===== config.mk =====
export PLATFORM = sky130hd
export DESIGN_NAME = sort_mem_responder
export DESIGN_NICKNAME = d
export VERILOG_FILES = /design/src/rtl/sort_mem_responder.sv
export SDC_FILE = /design/constraint.sdc
export NUM_CORES = 1
export LEC_CHECK = 0
export BUFFER_PORTS_ARGS = -buffer_cell sky130_fd_sc_hd__buf_2
export CAP_MARGIN = 5
export CORE_MARGIN = 8
export CORE_UTILIZATION = 64
export DETAILED_ROUTE_END_ITERATION = 6
export GPL_ROUTABILITY_DRIVEN = 0
export GPL_TIMING_DRIVEN = 0
export PLACE_DENSITY = 0.83
export SETUP_SLACK_MARGIN = 0.15
export SYNTH_ARGS = -nofsm -noshare
export SYNTH_HDL_FRONTEND = slang
export SYNTH_SLANG_ARGS = --single-unit

===== constraint.sdc =====
create_clock -name i_clk -period 5.5 [get_ports i_clk]
set_input_delay 0.825 -clock i_clk [delete_from_list [all_inputs] [get_ports i_clk]]
set_output_delay 0.825 -clock i_clk [all_outputs]
set_load 0.02 [all_outputs]

===== src/rtl/sort_mem_responder.sv =====
//------------------------------------------------------------------------------
// sort_mem_responder
//
// Memory-side responder for the sort datapath's request/valid memory port.
// Holds the array being sorted and serves one read or write at a time. Every
// accepted request gets exactly one response pulse after a fixed latency.
// Errors are flagged on o_err but never suppress the response pulse, so the
// initiator cannot hang. A backdoor load port preloads unsorted data.
//
// State table
//   state  | meaning
//   IDLE   | waiting for a request; a held request is accepted here
//   BUSY   | latency countdown, request inputs ignored
//   RESP   | response pulse cycle; always followed by one IDLE cycle
//
// Ports
//   i_clk, i_rst_n            clock, asynchronous active-low reset
//   i_rd_en, i_wr_en          request levels, held until the matching pulse
//   i_addr, i_wdata           request address / write data
//   o_rdata                   read data, held until the next read response
//   o_valid_rd, o_valid_wr    one-cycle completion pulses
//   o_busy                    high while in BUSY or RESP
//   o_err                     pulses with the response of a bad request
//   i_ld_en/addr/data         backdoor write port, usable in any state
//------------------------------------------------------------------------------
module sort_mem_responder #(
  parameter int DATA_W = 8,
  parameter int ADDR_W = 5,
  parameter int DEPTH  = 16,
  parameter int RD_LAT = 2,
  parameter int WR_LAT = 1
) (
  input  logic              i_clk,
  input  logic              i_rst_n,
  input  logic              i_rd_en,
  input  logic              i_wr_en,
  input  logic [ADDR_W-1:0] i_addr,
  input  logic [DATA_W-1:0] i_wdata,
  output logic [DATA_W-1:0] o_rdata,
  output logic              o_valid_rd,
  output logic              o_valid_wr,
  output logic              o_busy,
  output logic              o_err,
  input  logic              i_ld_en,
  input  logic [ADDR_W-1:0] i_ld_addr,
  input  logic [DATA_W-1:0] i_ld_data
);

  localparam int               IDX_W     = (DEPTH > 1) ? $clog2(DEPTH) : 1;
  localparam logic [3:0]       LP_RD_CNT = 4'(RD_LAT - 1);
  localparam logic [3:0]       LP_WR_CNT = 4'(WR_LAT - 1);
  localparam logic [ADDR_W:0]  LP_DEPTH  = (ADDR_W + 1)'(DEPTH);

  typedef enum logic [1:0] {
    S_IDLE = 2'd0,
    S_BUSY = 2'd1,
    S_RESP = 2'd2
  } state_t;

  state_t              r_state;
  state_t              w_state_nxt;
  logic [3:0]          r_cnt;
  logic [3:0]          w_cnt_nxt;
  logic                w_enter_resp;

  // latched request
  logic                r_is_wr;
  logic                r_oor;
  logic                r_bad;
  logic [ADDR_W-1:0]   r_addr;
  logic [DATA_W-1:0]   r_wdata;

  // registered outputs
  logic [DATA_W-1:0]   r_rdata;
  logic                r_valid_rd;
  logic                r_valid_wr;
  logic                r_busy;
  logic                r_err;

  logic [DATA_W-1:0]   r_mem [DEPTH];

  logic                w_req;
  logic                w_in_oor;
  logic                w_in_bad;
  logic                w_in_lat1;
  logic                w_ld_oor;

  logic                w_txn_wr;
  logic                w_txn_oor;
  logic                w_txn_bad;
  logic [ADDR_W-1:0]   w_txn_addr;
  logic [DATA_W-1:0]   w_txn_wdata;
  logic [IDX_W-1:0]    w_txn_idx;
  logic                w_commit;

  assign w_req     = i_rd_en | i_wr_en;
  assign w_in_oor  = ({1'b0, i_addr} >= LP_DEPTH);
  // both enables high is served as a write but still flagged
  assign w_in_bad  = w_in_oor | (i_rd_en & i_wr_en);
  assign w_in_lat1 = i_wr_en ? (WR_LAT == 1) : (RD_LAT == 1);
  assign w_ld_oor  = ({1'b0, i_ld_addr} >= LP_DEPTH);

  // With a latency of 1 the FSM goes IDLE -> RESP on the accepting edge, so
  // the transaction has not been latched yet; take it from the inputs then.
  always_comb begin
    w_txn_wr    = r_is_wr;
    w_txn_oor   = r_oor;
    w_txn_bad   = r_bad;
    w_txn_addr  = r_addr;
    w_txn_wdata = r_wdata;
    if (r_state == S_IDLE) begin
      w_txn_wr    = i_wr_en;
      w_txn_oor   = w_in_oor;
      w_txn_bad   = w_in_bad;
      w_txn_addr  = i_addr;
      w_txn_wdata = i_wdata;
    end
  end

  assign w_txn_idx = w_txn_addr[IDX_W-1:0];

  // Counter is loaded with LAT-1 and the move to RESP happens on the edge
  // where it reaches zero, which places RESP exactly LAT cycles after accept.
  always_comb begin
    w_state_nxt  = r_state;
    w_cnt_nxt    = r_cnt;
    w_enter_resp = 1'b0;
    case (r_state)
      S_IDLE: begin
        if (w_req) begin
          w_cnt_nxt = i_wr_en ? LP_WR_CNT : LP_RD_CNT;
          if (w_in_lat1) begin
            w_state_nxt  = S_RESP;
            w_enter_resp = 1'b1;
          end else begin
            w_state_nxt  = S_BUSY;
          end
        end
      end
      S_BUSY: begin
        w_cnt_nxt = r_cnt - 4'd1;
        if (r_cnt <= 4'd1) begin
          w_cnt_nxt    = 4'd0;
          w_state_nxt  = S_RESP;
          w_enter_resp = 1'b1;
        end
      end
      S_RESP: begin
        w_state_nxt = S_IDLE;
      end
      default: begin
        w_state_nxt = S_IDLE;
        w_cnt_nxt   = 4'd0;
      end
    endcase
  end

  always_ff @(posedge i_clk or negedge i_rst_n) begin
    if (!i_rst_n) begin
      r_state    <= S_IDLE;
      r_cnt      <= 4'd0;
      r_is_wr    <= 1'b0;
      r_oor      <= 1'b0;
      r_bad      <= 1'b0;
      r_addr     <= '0;
      r_wdata    <= '0;
      r_rdata    <= '0;
      r_valid_rd <= 1'b0;
      r_valid_wr <= 1'b0;
      r_busy     <= 1'b0;
      r_err      <= 1'b0;
    end else begin
      r_state <= w_state_nxt;
      r_cnt   <= w_cnt_nxt;
      if ((r_state == S_IDLE) && w_req) begin
        r_is_wr <= i_wr_en;
        r_oor   <= w_in_oor;
        r_bad   <= w_in_bad;
        r_addr  <= i_addr;
        r_wdata <= i_wdata;
      end
      r_valid_rd <= w_enter_resp & ~w_txn_wr;
      r_valid_wr <= w_enter_resp &  w_txn_wr;
      r_err      <= w_enter_resp &  w_txn_bad;
      r_busy     <= (w_state_nxt != S_IDLE);
      if (w_enter_resp && !w_txn_wr) begin
        r_rdata <= w_txn_oor ? '0 : r_mem[w_txn_idx];
      end
    end
  end

  // Reset gates the commit so a write pending at reset is never written.
  assign w_commit = i_rst_n & w_enter_resp & w_txn_wr & ~w_txn_oor;

  // Array is not reset. The front-door commit is written last so it wins a
  // same-cycle, same-address collision with the backdoor.
  always_ff @(posedge i_clk) begin
    if (i_ld_en && !w_ld_oor) begin
      r_mem[i_ld_addr[IDX_W-1:0]] <= i_ld_data;
    end
    if (w_commit) begin
      r_mem[w_txn_idx] <= w_txn_wdata;
    end
  end

  assign o_rdata    = r_rdata;
  assign o_valid_rd = r_valid_rd;
  assign o_valid_wr = r_valid_wr;
  assign o_busy     = r_busy;
  assign o_err      = r_err;

endmodule

# After elaboration in Yosys (flattened, before gate mapping)
# Memories as Yosys holds them, arrays and structs flattened.
# Cells that the tools add are included.
# Widths: inputs -> output; s select.
[classes]
n_bitwise = 12
n_addsub = 1
order_cmp = 3
eq_ne = 3
muxes = 23
n_reduce_logical = 8
[op_table]
columns = ["cell", "n"]
rows = [
  ["$mux 8", 2],
  ["$mux 1", 12],
  ["$mux 4", 3],
  ["$pmux 4 s3", 1],
  ["$ge 5x5->1 const B", 2],
  ["$and 1x1->1", 7],
  ["$mux 2", 3],
  ["$le 4x1->1 const B", 1],
  ["$pmux 2 s2", 1],
  ["$sub 4x1->4 const B", 1],
  ["$logic_and 1x1->1", 3],
  ["$not 1->1", 3],
  ["$eq 2x1->1 const B", 1],
  ["$eq 2x2->1 const B", 1],
  ["$logic_not 1->1", 2],
  ["$logic_not 2->1", 1],
  ["$ne 2x2->1 const B", 1],
  ["$or 1x1->1", 2],
  ["$pmux 1 s2", 1],
  ["$reduce_and 2->1", 1],
  ["$reduce_bool 2->1", 1],
]
[totals]
inputBits = 31
mem_count = 1
reg_bits = 33
output_inout_bits = 12
elab_cells = 63
ram_bits = 128
[mem_list]
columns = ["name", "depth", "word_bits", "read_ports", "rd_ports_with_merged_regs", "wr", "line_no", "text"]
rows = [
  ["r_mem", 16, 8, 1, 0, 2, "80", "logic [DATA_W-1:0] r_mem [DEPTH];"],
]

# Logic depth before layout (Yosys ltp)
[depth]
word_depth = 9
mapped_depth = 9

# Least setup slack after synthesis
# No wires, ideal clock.
[synth_timing]
path_type = "in2reg"
start = "in i_wr_en"
end = "mem r_mem[0][0] (enable)"
t_required_ns = 5.116
slack_ns = 2.869
setup_ns = 0.384
path_buffers = 1
cell_stages = 7
t_arrival_ns = 2.247
cell_sequence = "buf_2 -> inv_1 -> o32ai_2 -> nand4b_4 -> nor2_4 -> nand2_2 -> o21ai_0"
[synth_lines]
columns = ["item", "line_no", "text"]
rows = [
  ["from (decl)", "36", "input logic i_wr_en,"],
  ["to (decl)", "80", ""],
]

==> key figures <==
Setup path
  – CP cell instances: inv_1 -> ha_1 -> nor2_1 -> o31ai_1 -> nand4b_4 -> nor2_4 -> nand2_2 -> o21ai_0 -> buf_2
  – CP Buf/Inv Count: 2
  – Critical path arrival: 3170 ps
  – Setup slack, reg-to-reg: 2470 ps
  – Crit path max-delay family: simple AND/OR/NAND/NOR gates
  – Largest stage delay on the critical path: about 470 ps
  – Worst Setup Path Type: flop to flop
  – Critical Path RT: 5640 ps
  – Master of the slowest instance on the critical path: o31ai_1
  – Crit path capture type: flop
  – Startpoint types: flop
  – Crit Path Max Fanout: 9

STA
  – Hold Vio Cnt, Final: 0
  – Worst-margin pin slew: approximately 1300 ps
  – RSZ-0062 raised after global routing: no
  – Fin crit share: 0.551
  – Max Clock Skew: approximately 8.6 ps
  – Setup-failing EPs final: 0
  – Tmin final: approximately 3000 ps
  – FMAX: roughly 0.33 GHz
  – Slew Limit Fails: 0
  – Fin Setup TNS: 0 ps
  – Slew headroom: 0.121

Clock network
  – CTS tree: done
  – CTS buffer count: 17
  – Htree depth: 4
  – Hold buffer count at CTS: 0
  – Resize count post-CTS: 0
  – Setup Fix Bufs, Post-CTS: 0
  – Root buf cell: clkbuf_16
  – Later-pin clock latency in the skew report: 440 ps
  – Clock Path Buffers: 2
  – Clk slew on worst S/H paths: 60 ps
  – CTS Sinks: roughly 160

Yosys
  – Area leader, netlist: edfxtp_1
  – Ranking of synthesized cells by area: edfxtp_1 48%, mux2_2 18%, dfrtp_1 10%, o22ai_1 5.1%, o21ai_1 2.4%
  – Number of synthesized flops with an enable pin: about 130
  – Sequential share of the synthesized area: 0.583
  – Top-count cell post-synth: mux2_2
  – Synth Area per Inst: between 10 and 15 sq um
  – Post-Syn Area: roughly 8000 sq um
  – Cell count after synthesis: 610
  – Number of synthesized register bits: roughly 160
  – Fraction of registers with async set/reset: 0.205
  – Ys flop type: edfxtp_1
  – Synth top cells by count: 130 x mux2_2, 128 x edfxtp_1, 65 x o22ai_1
  – Syn Nets: approximately 640
  – Post-synth top area share: 0.480
  – Synth unique cells: 39
  – Synth warnings: 0

Global route
  – First-pass GRT wire length: around 32000 microns
  – Largest net degree at the start of global routing: 35
  – Vias in the first global route: 5852
  – GRT overflow: 0
  – Initial antenna violation count: 0
  – GRT Util Overall: 0.269

Final layout
  – Share of post-route cells with drive strength above 1: 0.377
  – Area growth from synthesis to layout: 13.2%
  – Final net count: just over 700
  – Ant diodes: 0
  – Post-route cell area: approximately 9100 sq um

Routing
  – Iter 0 DRT Violations: about 780
  – DRC Markers: 0
  – Drt pass-1 iters: 5
  – Vias: between 5000 and 6000
  – DR WL/cell: 24.9 microns
  – DR vias/cell: 6.74
  – Final wirelength: 21500 microns
  – ANT nets after route: 0

Place
  – Placed cell area: between 8000 and 9000 sq um
  – Detailed Place HPWL: between 10000 and 15000 microns
  – Port Buffers: 41

Run
  – MaxCap Viol Count: 0

Power and ir drop
  – VDD IR max: between 200 and 250 uV
  – Power Density: 467 nW/um^2
  – Overall Power: between 0.004 and 0.005 W
  – P_leak: approximately 3.3 nW

Die
  – Row Count: 41
  – Core area: between 10000 and 15000 sq um
  – Die height: 128 microns
  – Num ports: 43
  – DIE AREA: about 16000 sq um
  – Die Wd: 128 microns
  – Starting Density: 0.646

Outcome
  – Outcome: finished clean

Worst hold path
  – Hold Crit Class: input port to asynchronous set/reset pin
## final timing paths
path / start / to / depth (start not counted)
hold reg to reg: o_rdata[4] / o_rdata[4] / 2
setup / recovery: r_cnt[0] / r_mem[14][1] / 9
min in group i_clk: o_rdata[4] / o_rdata[4] / 2
max in group asynchronous: i_rst_n / o_rdata[2] / 1
setup reg to reg: r_cnt[0] / r_mem[14][1] / 9
hold / removal: i_rst_n / r_wdata[0] / 1
## layout make-up
cell class	instances	area (sq um)
sequential	161	4670
fill	821	3340
multi-input combinational	400	3120
clock buffer	18	429
timing repair buffer	50	265
tap	172	215
buffer	41	200
clock inverter	14	146
inverter	8	30.0
## logic make-up (layout without fill, tap and decap cells)
family / count (synthesis) / count (layout) / share of synthesized area
flip-flops: 161 / 161 / 0.583
AO/OA/AOI/OAI: 142 / 142 / 0.110
multiplexers: 139 / 139 / 0.195
AND/OR/NAND/NOR: 117 / 117 / 0.0802
buffers and inverters: 49 / 131 / 0.0287
adder cells (fa/ha/maj): 2 / 2 / 0.00312
## placed cells by master, fill, tap and decap left out, drive strengths merged, types with 2 or more instances in the layout
cell type	n
clkinv	9
clkbuf	43
a21oi	3
nand2b	6
nor4b	2
bufinv	3
o31ai	3
a31oi	4
or3	2
nand4b	2
or2	4
buf	66
nand3	2
ha	2
inv	8
edfxtp	128
nand4	8
nand3b	5
nor2	18
o22ai	65
clkinvlp	2
nand2	63
o21ai	64
mux2	139
dfrtp	33
## worst reg2reg max path: cells and delay by family, from the launching register on
| kind | cells | cell delay, ps |
|---|---|---|
| adders and majority gates | 1 | 190 |
| and+or+nand+nor | 4 | 860 |
| DFF | 1 | 420 |
| AOI/OAI and AO/OA | 2 | 840 |
| buffers and inverters | 2 | 420 |
## where the power goes
| group | switching (W) | internal, W |
|---|---|---|
| sequential | 0.0000820 | 0.00145 |
| combinational | 0.00106 | 0.000466 |
| clock | 0.000476 | 0.000703 |
| total | 0.00161 | 0.00262 |
## registers in the layout (all words and copies together) (netlist names)
| name | flops |
|---|---|
| r_state | 2 |
| o_valid_rd | 1 |
| o_busy | 1 |
| r_addr | 4 |
| r_wdata | 8 |
| o_valid_wr | 1 |
| r_mem | 128 |
| r_is_wr | 1 |
| o_rdata | 8 |
| r_cnt | 4 |
| r_bad | 1 |
| r_oor | 1 |
| o_err | 1 |
## routing by layer
| layer | vias to the layer above | routed length (microns) | track usage |
|---|---|---|---|
| met3 | 90 | 2210 | 0.0616 |
| met1 | 2868 | 7760 | 0.311 |
| met2 | 379 | 10600 | 0.460 |
| li1 | 2486 | - | - |
| met5 | - | 0 | 0 |
| met4 | 0 | 944 | 0.138 |
## through the flow
stage | util | setup slack [ps] | std cells | hold WS, ps
finish | 0.731 | 2470 | 864 | 466
CTS | 0.726 | 2400 | 855 | 483
global placement | 0.680 | 2250 | 823 | 463
global route | 0.731 | 2340 | 864 | 507
detailed placement | 0.680 | 2120 | 823 | 470
floorplan | - | 2870 | 610 | 473
No activity file was read; power rests on OpenSTA's default activity.
